<file path="src/rtl/top_core_pkg.sv">
// -----------------------------------------------------------------------------
// top_core_pkg
// Shared definitions for the top_core datapath. Holds the bit offsets for the
// 138-bit input bus and the 159-bit result bus, the control-field bit indices,
// and the packed control struct.
// -----------------------------------------------------------------------------
package top_core_pkg;

    // Input bus field offsets. All offsets assume a 32-bit operand width.
    localparam int A_LSB    = 0;
    localparam int B_LSB    = 32;
    localparam int C_LSB    = 64;
    localparam int D_LSB    = 96;
    localparam int CTRL_LSB = 128;
    localparam int CTRL_W   = 10;
    localparam int IN_W     = 138;

    // Result bus field offsets.
    localparam int SUM_LSB  = 0;
    localparam int ROT_LSB  = 33;
    localparam int ACC_LSB  = 65;
    localparam int SEL_LSB  = 97;
    localparam int CNT_LSB  = 129;
    localparam int POP_LSB  = 145;
    localparam int CLZ_LSB  = 151;
    localparam int PAR_BIT  = 157;
    localparam int EQ_BIT   = 158;
    localparam int OUT_W    = 159;

    // Width of the popcount / leading-zero results (must hold 0..32).
    localparam int STAT_W   = 6;

    // Control-field bit indices.
    localparam int ROT_AMT  = 0;   // [4:0] rotate amount
    localparam int ACC_ADD  = 5;
    localparam int ACC_CLR  = 6;
    localparam int SEL_INV  = 7;
    localparam int SEL_MAX  = 8;

    // Packed view of ctrl; bit 9 is reserved and only feeds the parity bit.
    typedef struct packed {
        logic       rsvd;
        logic       sel_max;
        logic       sel_inv;
        logic       acc_clr;
        logic       acc_add;
        logic [4:0] rot_amt;
    } ctrl_t;

endpackage

</file>
<file path="src/rtl/top_core_bit_stats.sv">
// -----------------------------------------------------------------------------
// top_core_bit_stats
// Combinational bit statistics: population count of a and count of leading
// zeros of b (b == 0 yields W).
// Ports:
//   a    in  W       operand for popcount
//   b    in  W       operand for leading-zero count
//   pop  out STAT_W  number of 1 bits in a
//   clz  out STAT_W  leading zeros of b
// -----------------------------------------------------------------------------
module top_core_bit_stats
    import top_core_pkg::*;
#(
    parameter int W = 32
) (
    input  logic [W-1:0]      a,
    input  logic [W-1:0]      b,
    output logic [STAT_W-1:0] pop,
    output logic [STAT_W-1:0] clz
);

    always_comb begin
        pop = '0;
        for (int i = 0; i < W; i++) begin
            pop = pop + STAT_W'(a[i]);
        end
    end

    // Scan upward so the highest set bit is the last one to write clz.
    always_comb begin
        clz = STAT_W'(W);
        for (int i = 0; i < W; i++) begin
            if (b[i]) begin
                clz = STAT_W'(W - 1 - i);
            end
        end
    end

endmodule

</file>
<file path="src/rtl/top_core.sv">
// -----------------------------------------------------------------------------
// top_core
// Registered multi-function datapath. Slices in_flat into four operands and a
// control field and produces sum, rotate, accumulate, min/max select, cycle
// count, popcount, leading-zero count, parity and equality results, all
// registered with one cycle of latency. There is no handshake: a new input is
// taken on every rising clock edge.
// Ports:
//   clk       in   1    rising-edge clock
//   rst_n     in   1    asynchronous active-low reset, clears every flop
//   in_flat   in   138  a=[31:0] b=[63:32] c=[95:64] d=[127:96] ctrl=[137:128]
//   out_flat  out  159  {eq, par, clz, pop, cnt, sel, acc, rot, sum}
// Build option:
//   ACC_SATURATE_EN  when defined, the accumulator add saturates at all-ones
//                    instead of wrapping; clear still takes priority.
// -----------------------------------------------------------------------------
module top_core
    import top_core_pkg::*;
#(
    parameter int W     = 32,
    parameter int CNT_W = 16
) (
    input  logic              clk,
    input  logic              rst_n,
    input  logic [IN_W-1:0]   in_flat,
    output logic [OUT_W-1:0]  out_flat
);

    logic [W-1:0]      a, b, c, d;
    ctrl_t             ctrl;
    logic [2*W-1:0]    rot_wide;
    logic [W:0]        acc_sum;
    logic [W-1:0]      sel_raw;
    logic [STAT_W-1:0] pop_c, clz_c;

    logic [W:0]        sum_d, sum_q;
    logic [W-1:0]      rot_d, rot_q;
    logic [W-1:0]      acc_d, acc_q;
    logic [W-1:0]      sel_d, sel_q;
    logic [CNT_W-1:0]  cnt_d, cnt_q;
    logic [STAT_W-1:0] pop_d, pop_q;
    logic [STAT_W-1:0] clz_d, clz_q;
    logic              par_d, par_q;
    logic              eq_d, eq_q;

    top_core_bit_stats #(.W(W)) u_bit_stats (
        .a   (a),
        .b   (b),
        .pop (pop_c),
        .clz (clz_c)
    );

    always_comb begin
        a    = in_flat[A_LSB +: W];
        b    = in_flat[B_LSB +: W];
        c    = in_flat[C_LSB +: W];
        d    = in_flat[D_LSB +: W];
        ctrl = ctrl_t'(in_flat[CTRL_LSB +: CTRL_W]);

        sum_d = {1'b0, a} + {1'b0, b};

        // Rotate by shifting a doubled copy; the upper half is the result.
        rot_wide = {c, c} << ctrl.rot_amt;
        rot_d    = rot_wide[2*W-1:W];

        acc_sum = {1'b0, acc_q} + {1'b0, d};
        if (ctrl.acc_clr) begin
            acc_d = '0;
        end else if (ctrl.acc_add) begin
`ifdef ACC_SATURATE_EN
            acc_d = acc_sum[W] ? '1 : acc_sum[W-1:0];
`else
            acc_d = acc_sum[W-1:0];
`endif
        end else begin
            acc_d = acc_q;
        end

        // Strict compares so that a tie selects a in both modes.
        if (ctrl.sel_max) begin
            sel_raw = (b > a) ? b : a;
        end else begin
            sel_raw = (b < a) ? b : a;
        end
        sel_d = ctrl.sel_inv ? ~sel_raw : sel_raw;

        cnt_d = cnt_q + 1'b1;
        pop_d = pop_c;
        clz_d = clz_c;
        // Parity over the whole bus, written via ctrl so the reserved bit is consumed.
        par_d = ^{ctrl, in_flat[CTRL_LSB-1:0]};
        eq_d  = (a == c);
    end

    always_ff @(posedge clk or negedge rst_n) begin
        if (!rst_n) begin
            sum_q <= '0;
            rot_q <= '0;
            acc_q <= '0;
            sel_q <= '0;
            cnt_q <= '0;
            pop_q <= '0;
            clz_q <= '0;
            par_q <= 1'b0;
            eq_q  <= 1'b0;
        end else begin
            sum_q <= sum_d;
            rot_q <= rot_d;
            acc_q <= acc_d;
            sel_q <= sel_d;
            cnt_q <= cnt_d;
            pop_q <= pop_d;
            clz_q <= clz_d;
            par_q <= par_d;
            eq_q  <= eq_d;
        end
    end

    assign out_flat = {eq_q, par_q, clz_q, pop_q, cnt_q, sel_q, acc_q, rot_q, sum_q};

endmodule

</file>
<file path="config.mk">
export PLATFORM = sky130hd
export DESIGN_NAME = top_core
export DESIGN_NICKNAME = d
export VERILOG_FILES = /design/src/rtl/top_core_pkg.sv /design/src/rtl/top_core_bit_stats.sv /design/src/rtl/top_core.sv
export SDC_FILE = /design/constraint.sdc
export NUM_CORES = 1
export LEC_CHECK = 0
export CAP_MARGIN = 20
export CORE_MARGIN = 5
export CORE_UTILIZATION = 50
export DETAILED_ROUTE_END_ITERATION = 16
export PLACE_DENSITY_LB_ADDON = 0.2
export SLEW_MARGIN = 10
export SYNTH_ARGS = -nofsm -noshare
export SYNTH_HDL_FRONTEND = slang
export SYNTH_SLANG_ARGS = --single-unit
export TNS_END_PERCENT = 10
</file>
<file path="constraint.sdc">
create_clock -name clk -period 6.84 [get_ports clk]
set_input_delay 1.71 -clock clk [delete_from_list [all_inputs] [get_ports clk]]
set_output_delay 1.71 -clock clk [all_outputs]
set_load 0.02 [all_outputs]
</file>
## After elaboration in Yosys (flattened, before gate mapping)

Index checks and enable logic that the tools add are counted.

- Logic and storage cells: 88
- Input port bits: 140
- Output and inout bits: 159
- Register bits: 159

- Equal/unequal tests: 1
- Reductions and logical operators: 2
- Magnitude comparators: 2
- Muxes and demuxes: 38
- Shift-type cells: 1
- Add/sub/neg operators: 34
- Bitwise gates (word level): 1

Operators with widths:

| cell | number |
|---|---|
| $mux 32 | 6 |
| $mux 6 | 32 |
| $add 6x1->6 | 30 |
| $reduce_xor 138->1 | 1 |
| $shl 64x5->64 | 1 |
| $add 32x32->33 | 1 |
| $add 32x32->32 | 1 |
| $eq 32x32->1 | 1 |
| $gt 32x32->1 | 1 |
| $lt 32x32->1 | 1 |
| $not 32->32 | 1 |
| $add 16x1->16 const B | 1 |
| $add 1x1->2 | 1 |
| $reduce_bool 2->1 | 1 |

## Logic depth before layout (Yosys ltp)

Gate-level depths: netlist (run 1).

- Word-level depth: 32
- Gate-level depth with buffers: 16
- Mapped depth without buffers: 16

## Cells and area by module

From an unflattened synthesis (run 1), not the netlist that was laid out.

- Cells, all modules: 1444
- Area total of the unflattened synthesis: 13450.4 sq um

Modules (own cells, without submodules):

| module | area each (sq um) | instances | sequential area each (sq um) | cells an instance |
|---|---|---|---|---|
| top_core | 12192.9 | 1 | 3978.8 | 1290 |
| top_core_bit_stats | 1257.5 | 1 | 0.0 | 154 |

## Worst setup path before layout (run 1)

Ideal clock, no wire load.

- Kind: in2reg
- From: in in_flat[0]
- To: reg pop_q[4]
- Data arrival time: 6.190 ns
- Path buffers: 0
- Library setup time: 0.080 ns
- Setup slack: 0.570 ns
- Cell stages on the path: 14
- Required time: 6.760 ns
- Cell sequence: ha_1 -> inv_1 -> fa_1 -> fa_1 -> fa_1 -> fa_1 -> fa_1 -> fa_1 -> inv_1 -> fa_1 -> fa_1 -> a21o_1 -> a21oi_1 -> xnor2_1

- Word-level cells in the longest chain between the ends: 31

RTL lines:

| what | line | source |
|---|---|---|
| from (decl) | top_core.sv:25 | `input logic [IN_W-1:0] in_flat,` |
| $add 1x1->2 | top_core_bit_stats.sv:25 | `pop = pop + STAT_W'(a[i]);` |
| $add 6x1->6 (30 in a row) | top_core_bit_stats.sv:25 |  |
| named net pop_c[4] | top_core.sv:34 | `logic [STAT_W-1:0] pop_c, clz_c;` |
| to (signal assigned) | top_core.sv:112 | `pop_q <= pop_d;` |
| to (decl) | top_core.sv:41 | `logic [STAT_W-1:0] pop_d, pop_q;` |

The timed path passes the listed nets, and every way through them passes these cells.
A chain may end at the register's enable or synchronous reset.

## Worst setup path after layout (run 1)

Same ends and word-level chain as after synthesis.

==> flow_summary.json, run 1 <==
{
  "viasPerCell": 5.67,
  "multiInputGateArea_sq_um": 8870,
  "grt_max_degree": 62,
  "required_ns": 7.19,
  "placed_cells": 1976,
  "outcome": "finished clean",
  "fin_total_pwr_uw": 4710,
  "grt_antenna_before_repair": 1,
  "dieArea_sq_um": 30200,
  "crit_chain": "clkdlybuf4s50_1 > ha_1 > inv_1 > fa_1 > fa_1 > fa_1 > fa_1 > fa_1 > fa_1 > inv_1 > fa_1 > fa_1 > a21o_1 > a21oi_1 > xnor2_1",
  "hold_buffers": 0,
  "stdcell_count": 2009,
  "cp_data_arrival_time_ns": 7.03,
  "initial_core_util": 0.502,
  "cts_made_buffers": 17,
  "firstDrtPassIters": 6,
  "dr.first_iter.drc_count": 840,
  "slew_viol_final": 0,
  "finalCriticalPeriod_ns": 6.68,
  "setup-tns-final_ns": 0,
  "via_count": 11400,
  "synthToLayoutAreaGrowth_pct": 30.4,
  "cp_common_cell": "fa_1",
  "n_antenna_cell": 0,
  "reg2reg_setup_slack_ns": 3.33,
  "crit_path_start_kind": "input port",
  "cpPeakStageDelay_ns": 0.60,
  "avgSynthCellArea_sq_um": 9.91,
  "p_int_uw": 2920,
  "p_comb_frac": 0.518,
  "fp-row-count": 60,
  "synthArstFlopShare": 1.00,
  "core_area_sq_um": 26700,
  "cts_tree": "done",
  "seq_area_sq_um": 3980,
  "yosys_warnings": 0,
  "yosys_register_bits": 159,
  "pwr-share-seq": 0.253,
  "worstMarginPinSlew_ns": 1.06,
  "clock_power_share": 0.229,
  "slew-limit-headroom": 0.294,
  "cts.path.max_buffers": 2,
  "cts_resized": 0,
  "syn_nets": 1626,
  "synth_cells": 1354,
  "finalHoldViolations": 0,
  "gp_congestion": 0.979,
  "yosysUniqueCellTypes": 67,
  "fillers": 2142,
  "hpwl_microns": 33100,
  "clk_latency_ns": 0.43,
  "cts_setup_buffers": 0,
  "synth_ff_type": "dfrtp_1",
  "wirelength_microns": 42000,
  "maxCapViolCount": 0,
  "cts.sinks": 159,
  "drc": 0,
  "powerDensity_nw_per_um2": 269,
  "rsz0062_at_grt": "false",
  "clockRootBuffer": "clkbuf_16",
  "fp.dieW_microns": 174,
  "wl_per_cell_microns": 20.9,
  "timing.fmax_mhz": 150,
  "synthesis.area_sq_um": 13400,
  "io_buffers": 298,
  "timing.final.crit_share": 0.977,
  "end_kind": "flip-flop",
  "io_pins": 299,
  "vdd_drop_max_mv": 0.238,
  "chipHeight_microns": 174,
  "track_usage": 0.273,
  "p_leak_uw": 0.00768,
  "antenna_left": 0,
  "whs_ns": 0.471,
  "cp_slowest_cell": "fa_1",
  "finClkSkew_ns": 0.0121,
  "placed_area_sq_um": 16800,
  "layout.nets": 1927,
  "hp-class": "flip-flop to flip-flop",
  "synth_edf_count": 0,
  "drive_gt1_frac": 0.0785,
  "setup_viol": 0,
  "gr-total-overflow": 0,
  "critPathKind": "input port to flip-flop",
  "stdcell_area_sq_um": 17500,
  "path_clk_slew_ns": 0.07,
  "switching_share": 0.379,
  "grt_pass1_wl_microns": 64900,
  "switching_power_uw": 1780,
  "grt_pass1_vias": 11300,
  "h-tree-depth": 4,
  "crit_fanout": 2,
  "synth.yosys.seq_area_share": 0.296
}
==> per-layer routing <==
layer	share of wire	vias up	track usage
li1	-	5306	-
met1	0.44	5493	0.384
met2	0.46	524	0.434
met3	0.082	68	0.0606
met4	0.022	2	0.0630
met5	0.00017	-	0
==> worst max-delay path, delay by kind of cell <==
| family | cells | cell delay, ns |
|---|---|---|
| buffers and inverters | 3 | 0.56 |
| adder cells (fa/ha/maj) | 9 | 4.27 |
| AO/OA/AOI/OAI | 2 | 0.35 |
| XOR/XNOR | 1 | 0.14 |
==> final cells by class <==
cell class              count  area share
multi-input cells        1047       0.506
flip-flops and latches    159       0.227
repair buffers            328       0.184
well taps                 341      0.0244
clock buffers              17      0.0243
inverters                 102      0.0219
clock inverters            15      0.0122
==> power groups by stage <==
stage / registers (uW) / logic (uW) / clock network [uW]
after floorplan: 1390 / 1370 / 0
after global placement: 1210 / 2350 / 0
after detailed placement: 1210 / 2410 / 0
after CTS: 1190 / 2440 / 1100
after global routing: 1210 / 2650 / 1140
final: 1190 / 2440 / 1080
==> synth_stat cells (all sizes together), types with 3 or more instances <==
| cell | n | area [sq um] |
|---|---|---|
| xnor2 | 217 | 1900 |
| mux2 | 17 | 191 |
| o21a | 5 | 37.5 |
| nand2 | 64 | 240 |
| a211oi | 12 | 90.1 |
| and3 | 9 | 56.3 |
| a221oi | 3 | 32.5 |
| a21oi | 68 | 348 |
| nor2b | 14 | 87.6 |
| or2 | 3 | 18.8 |
| o31ai | 9 | 67.6 |
| a21boi | 4 | 30.0 |
| nor3 | 16 | 80.1 |
| mux2i | 107 | 1070 |
| clkbuf | 30 | 113 |
| a2111oi | 4 | 60.1 |
| nand2b | 5 | 31.3 |
| xor2 | 36 | 315 |
| o41ai | 3 | 33.8 |
| nand4 | 18 | 113 |
| a211o | 3 | 26.3 |
| dfrtp | 159 | 3980 |
| o22ai | 3 | 18.8 |
| buf | 16 | 81.3 |
| o21bai | 23 | 173 |
| ha | 106 | 1330 |
| o21ai | 54 | 274 |
| mux4 | 32 | 721 |
| nor4 | 11 | 68.8 |
| nor2 | 104 | 390 |
| a31oi | 3 | 18.8 |
| nand3 | 17 | 85.1 |
| or4 | 3 | 22.5 |
| inv | 102 | 383 |
| o211ai | 3 | 22.5 |
| fa | 26 | 521 |
| a21o | 19 | 143 |
==> metrics by stage <==
step,worst slack (ns),utilization
floorplan,0.570,-
global placement,-0.129,0.630
detailed placement,-0.203,0.630
CTS,0.176,0.654
global route,0.0237,0.655
finish,0.159,0.655
==> cells by family after synthesis <==
family,count (synthesis),share of synthesized area
compound gates,231,0.114
xor+xnor,254,0.167
mux,156,0.148
fa+ha+maj,132,0.138
simple gates,274,0.0949
buf+inv,148,0.0430
flops,159,0.296
==> final timing paths <==
check	from	end	cells past startpoint
worst max-delay path	in_flat[0]	pop_q[4]$_DFF_PN0_	15
worst min-delay path	cnt_q[15]$_DFF_PN0_	cnt_q[15]$_DFF_PN0_	1
worst max register to register	acc_q[0]$_DFFE_PN0P_	acc_q[30]$_DFFE_PN0P_	12
worst min register to register	cnt_q[15]$_DFF_PN0_	cnt_q[15]$_DFF_PN0_	1
max in group asynchronous	rst_n	acc_q[30]$_DFFE_PN0P_	2
min in group asynchronous	rst_n	cnt_q[3]$_DFF_PN0_	1
==> sequential cells by signal, indices dropped and copies added, names as in the netlist <==
name   count
eq_q       1
cnt_q     16
par_q      1
rot_q     32
acc_q     32
pop_q      6
clz_q      6
sum_q     33
sel_q     32
==> placed cells by master, fill, tap and decap left out, types with 12 or more instances in the layout <==
cell             netlist  final
inv_1                101    101
xnor2_1              217    217
nand3_1               17     17
mux2i_1              107    107
mux2_2                17     17
nor3_1                16     16
nand4_1               18     18
a211oi_1              12     12
nor2b_1               14     14
o21ai_0               52     52
ha_1                 106    106
fa_1                  26     26
nor2_1               104    104
dfrtp_1              159    159
clkbuf_16              0     17
buf_4                  5     28
o21bai_1              23     23
mux4_2                32     32
xor2_1                36     36
clkdlybuf4s50_1        0    293
nand2_1               64     64
a21o_1                19     19
a21oi_1               66     66
Power figures use the tool's default switching activity.
==> run 2: changes to the inputs <==
- GPL_ROUTABILITY_DRIVEN: not set -> 0
- clock period: 6.84 -> 7 ns (I/O delays scaled with it)
==> run 2 against run 1 <==
Effect of this change: routed wire length is 0.46% higher; utilization down 0.084 points; global-route usage shrank 0.34 points; clock power shrank 9.9%; final area decreased by 0.13%; non-clock buffer count grew 2; combinational power decreased by 3%.
==> flow_summary.json, run 2 (synthesis results as in run 1) <==
{
  "largest_reg_flops": 33,
  "end_kind": "flip-flop",
  "synthToLayoutAreaGrowth_pct": 30.3,
  "powerDensity_nw_per_um2": 258,
  "reg2reg_to": "acc_q[30]$_DFFE_PN0P_",
  "fp.dieW_microns": 174,
  "crit_path_start_kind": "input port",
  "final_common_cell": "clkdlybuf4s50_1",
  "antenna_left": 0,
  "finClkSkew_ns": 0.0128,
  "holdPathStages": 1,
  "clockRootBuffer": "clkbuf_16",
  "io_pins": 299,
  "via_count": 11400,
  "cts.sinks": 159,
  "h-tree-depth": 4,
  "setup-tns-final_ns": 0,
  "grt_max_degree": 78,
  "initial_core_util": 0.502,
  "drive_gt1_frac": 0.0796,
  "timing.final.crit_share": 0.956,
  "critPathKind": "input port to flip-flop",
  "reg2reg_setup_slack_ns": 3.44,
  "hpwl_microns": 32900,
  "outcome": "finished clean",
  "slew-limit-headroom": 0.359,
  "holdPathEnd": "cnt_q[15]$_DFF_PN0_",
  "stdcell_count": 2013,
  "crit_fanout": 2,
  "clk_latency_ns": 0.43,
  "grt_antenna_before_repair": 3,
  "grt_pass1_wl_microns": 64400,
  "core_area_sq_um": 26700,
  "crit_chain": "clkdlybuf4s50_1 > ha_1 > inv_1 > fa_1 > fa_1 > fa_1 > fa_1 > fa_1 > fa_1 > inv_1 > fa_1 > fa_1 > a21o_1 > a21oi_1 > xnor2_1",
  "wl_per_cell_microns": 21.0,
  "firstDrtPassIters": 7,
  "hp-class": "flip-flop to flip-flop",
  "cpPeakStageDelay_ns": 0.63,
  "rsz0062_at_grt": "false",
  "hold_buffers": 0,
  "finalHoldViolations": 0,
  "reg2regPathDepth": 12,
  "fp-row-count": 60,
  "hp-start": "cnt_q[15]$_DFF_PN0_",
  "dr.first_iter.drc_count": 954,
  "p_leak_uw": 0.00766,
  "placed_cells": 1977,
  "path_clk_slew_ns": 0.07,
  "cts_resized": 0,
  "worstMarginPinSlew_ns": 0.962,
  "cp_data_arrival_time_ns": 7.05,
  "cts_made_buffers": 17,
  "cp_common_cell": "fa_1",
  "finalCriticalPeriod_ns": 6.69,
  "slew_viol_final": 0,
  "drc": 0,
  "largest_register": "sum_q",
  "grt_pass1_vias": 11100,
  "viasPerCell": 5.67,
  "gr-total-overflow": 0,
  "cp_slowest_cell": "fa_1",
  "timing.fmax_mhz": 149,
  "vdd_drop_max_mv": 0.202,
  "layout_common_cells": "clkdlybuf4s50_1 (293), xnor2_1 (217), dfrtp_1 (159), mux2i_1 (107), ha_1 (106)",
  "worstReg2RegStart": "acc_q[0]$_DFFE_PN0P_",
  "dieArea_sq_um": 30200,
  "layout.nets": 1929,
  "track_usage": 0.270,
  "chipHeight_microns": 174,
  "required_ns": 7.36,
  "maxCapViolCount": 0,
  "wirelength_microns": 42200,
  "cts_setup_buffers": 0,
  "cts_tree": "done",
  "cts.path.max_buffers": 2,
  "setup_viol": 0,
  "io_buffers": 298
}
==> run 2: cell count changes in the layout (fill, tap and decap cells not counted) <==
cell        delta
clkbuf_8       +1
buf_12         -1
bufinv_16      -3
clkinv_4       +2
inv_8          +1
clkinv_8       +1
buf_4          +2
clkinvlp_4     +1
buf_16         +1
diode_2        +2
inv_6          -3
==> run 2: worst max path at each step <==
stage,slack [ns],depth (start not counted),from,end
final,0.31,15,in_flat[0],pop_q[4]$_DFF_PN0_
after global routing,0.15,15,in_flat[0],pop_q[4]$_DFF_PN0_
after CTS,0.32,15,in_flat[0],pop_q[4]$_DFF_PN0_
after detailed placement,-0.06,15,in_flat[0],pop_q[4]$_DFF_PN0_
after global placement,-0.00005,15,in_flat[0],pop_q[4]$_DFF_PN0_
after floorplan,0.69,14,in_flat[0],pop_q[4]$_DFF_PN0_
==> run 2: area by class of cell <==
cell class	instances	area (sq um)
clock inverters	14	150
multi-input cells	1047	8870
diodes	2	5.00
fillers	2206	9240
flip-flops and latches	159	3980
clock buffers	18	439
inverters	102	383
well taps	341	427
repair buffers	330	3240
==> run 2: through the flow <==
stage                     total power (uW)  area [sq um]  setup WS (ns)   util  hold slack [ns]
after floorplan                       2700         13400          0.690      -            0.569
after global placement                3440         16800     -0.0000533  0.630            0.461
after detailed placement              3520         16800        -0.0577  0.630            0.471
after CTS                             4520         17400          0.319  0.652            0.485
after global routing                  4770         17500          0.150  0.654            0.500
final                                 4510         17500          0.309  0.654            0.478
==> run 2: critical path: cells and delay by family <==
kind / cells / cell delay, ns
adder cells (fa/ha/maj): 9 / 4.28
buffers and inverters: 3 / 0.57
AO/OA/AOI/OAI: 2 / 0.32
XOR/XNOR: 1 / 0.13
==> run 2: power breakdown <==
part           leakage (uW)  switching (uW)  internal (uW)
clock network      0.000285             458            515
registers           0.00193            77.2           1090
logic               0.00544            1240           1130
==> run 2: metal layers <==
metal,up-vias,global-route usage,share of wire
li1,5304,-,-
met1,5442,0.372,0.43
met2,585,0.424,0.45
met3,74,0.0685,0.090
met4,2,0.0752,0.025
met5,-,0,0.00031
==> run 3: changes to the inputs <==
- CORE_UTILIZATION: 50 -> 52
==> run 3 against run 2 <==
Effect of this change: clock-buffer cell count down 1; combinational power down 2%; non-clock buffer count shrank 3; final area is 0.20% lower; highest routed layer unchanged.
==> flow_summary.json, run 3 (synthesis results as in run 1) <==
{
  "finalCriticalPeriod_ns": 6.68,
  "layout_common_cells": "clkdlybuf4s50_1 (293), xnor2_1 (217), dfrtp_1 (159), mux2i_1 (107), ha_1 (106)",
  "end_kind": "flip-flop",
  "via_count": 11700,
  "cts_resized": 0,
  "timing.fmax_mhz": 150,
  "stdcell_area_sq_um": 17500,
  "dieArea_sq_um": 29100,
  "cp_data_arrival_time_ns": 7.03,
  "hp-class": "flip-flop to flip-flop",
  "crit_path_start_kind": "input port",
  "h-tree-depth": 4,
  "fp-row-count": 58,
  "vdd_drop_max_mv": 0.195,
  "largest_reg_flops": 33,
  "cts.sinks": 159,
  "initial_core_util": 0.530,
  "layout.nets": 1926,
  "maxCapViolCount": 0,
  "largest_register": "sum_q",
  "powerDensity_nw_per_um2": 255,
  "slew_viol_final": 0,
  "clockRootBuffer": "clkbuf_16",
  "antenna_left": 0,
  "hold_buffers": 0,
  "drc": 0,
  "gr-total-overflow": 0,
  "firstDrtPassIters": 6,
  "outcome": "finished clean",
  "wirelength_microns": 42600,
  "grt_antenna_before_repair": 2,
  "io_buffers": 298,
  "clk_latency_ns": 0.44,
  "grt_max_degree": 75,
  "critPathKind": "input port to flip-flop",
  "io_pins": 299,
  "core_area_sq_um": 25300,
  "rsz0062_at_grt": "false",
  "fin_total_pwr_uw": 4440,
  "synthToLayoutAreaGrowth_pct": 30.0,
  "chipHeight_microns": 171,
  "drive_gt1_frac": 0.0780,
  "required_ns": 7.35,
  "fp.dieW_microns": 171,
  "timing.final.crit_share": 0.955,
  "path_clk_slew_ns": 0.08,
  "placed_area_sq_um": 16800,
  "finalHoldViolations": 0,
  "worstMarginPinSlew_ns": 0.957,
  "final_common_cell": "clkdlybuf4s50_1",
  "finClkSkew_ns": 0.0238,
  "cts_setup_buffers": 0,
  "whs_ns": 0.477,
  "wl_per_cell_microns": 21.3,
  "grt_pass1_vias": 11800,
  "p_leak_uw": 0.00764,
  "slew-limit-headroom": 0.362,
  "crit_fanout": 2,
  "viasPerCell": 5.86,
  "dr.first_iter.drc_count": 1119,
  "cts.path.max_buffers": 2,
  "hpwl_microns": 33200,
  "reg2reg_setup_slack_ns": 3.55,
  "cts_tree": "done",
  "setup_viol": 0,
  "track_usage": 0.289,
  "postLayoutCoreUtil": 0.689,
  "grt_pass1_wl_microns": 65700,
  "cts_made_buffers": 17
}
[run 3: changes by cell type in the layout (fill, tap and decap cells not counted), sizes merged]
| cell | before | now |
|---|---|---|
| clkinvlp | 2 | 3 |
| clkinv | 4 | 6 |
| diode | 2 | 1 |
| clkbuf | 18 | 17 |
| buf | 37 | 34 |
| inv | 109 | 108 |
| bufinv | 1 | 0 |
[run 3: stage by stage]
step                std cells  setup WS, ns  TNS (ns)
floorplan                1354         0.690         0
CTS                      1995         0.391         0
global route             1998         0.211         0
detailed placement       1963       -0.0313   -0.0313
global placement         1963        0.0508         0
finish                   1998         0.315         0
[run 3: final cells by class]
type / count / area, sq um
Timing Repair Buffer: 327 / 3210
Fill cell: 1952 / 7880
Clock inverter: 15 / 168
Tap cell: 330 / 413
Clock buffer: 17 / 425
Sequential cell: 159 / 3980
Inverter: 102 / 383
Antenna cell: 1 / 2.50
Multi-Input combinational cell: 1047 / 8870
[run 3: worst paths after layout]
path | to | start | cells past startpoint
setup / recovery | pop_q[4]$_DFF_PN0_ | in_flat[1] | 15
hold / removal | cnt_q[15]$_DFF_PN0_ | cnt_q[15]$_DFF_PN0_ | 1
setup reg to reg | acc_q[30]$_DFFE_PN0P_ | acc_q[0]$_DFFE_PN0P_ | 12
hold reg to reg | cnt_q[15]$_DFF_PN0_ | cnt_q[15]$_DFF_PN0_ | 1
max in group asynchronous | par_q$_DFF_PN0_ | rst_n | 2
min in group asynchronous | sel_q[13]$_DFF_PN0_ | rst_n | 1
[run 3: metal layers]
layer	track usage	part of all wire
met5	0	0.00031
met3	0.0806	0.11
met2	0.444	0.45
met1	0.392	0.41
met4	0.107	0.037
[run 3: power by group]
| group | total [uW] | switching [uW] | leakage, uW | internal (uW) |
|---|---|---|---|---|
| logic | 2320 | 1210 | 0.00543 | 1110 |
| clock network | 949 | 470 | 0.000279 | 479 |
| registers | 1170 | 82.6 | 0.00193 | 1090 |
[run 3: critical path, cell delays in order]
cell             delay (ns)
clkdlybuf4s50_1        0.45
ha_1                   0.31
inv_1                  0.05
fa_1                   0.52
fa_1                   0.61
fa_1                   0.48
fa_1                   0.50
fa_1                   0.51
fa_1                   0.49
inv_1                  0.05
fa_1                   0.41
fa_1                   0.42
a21o_1                 0.17
a21oi_1                0.18
xnor2_1                0.14
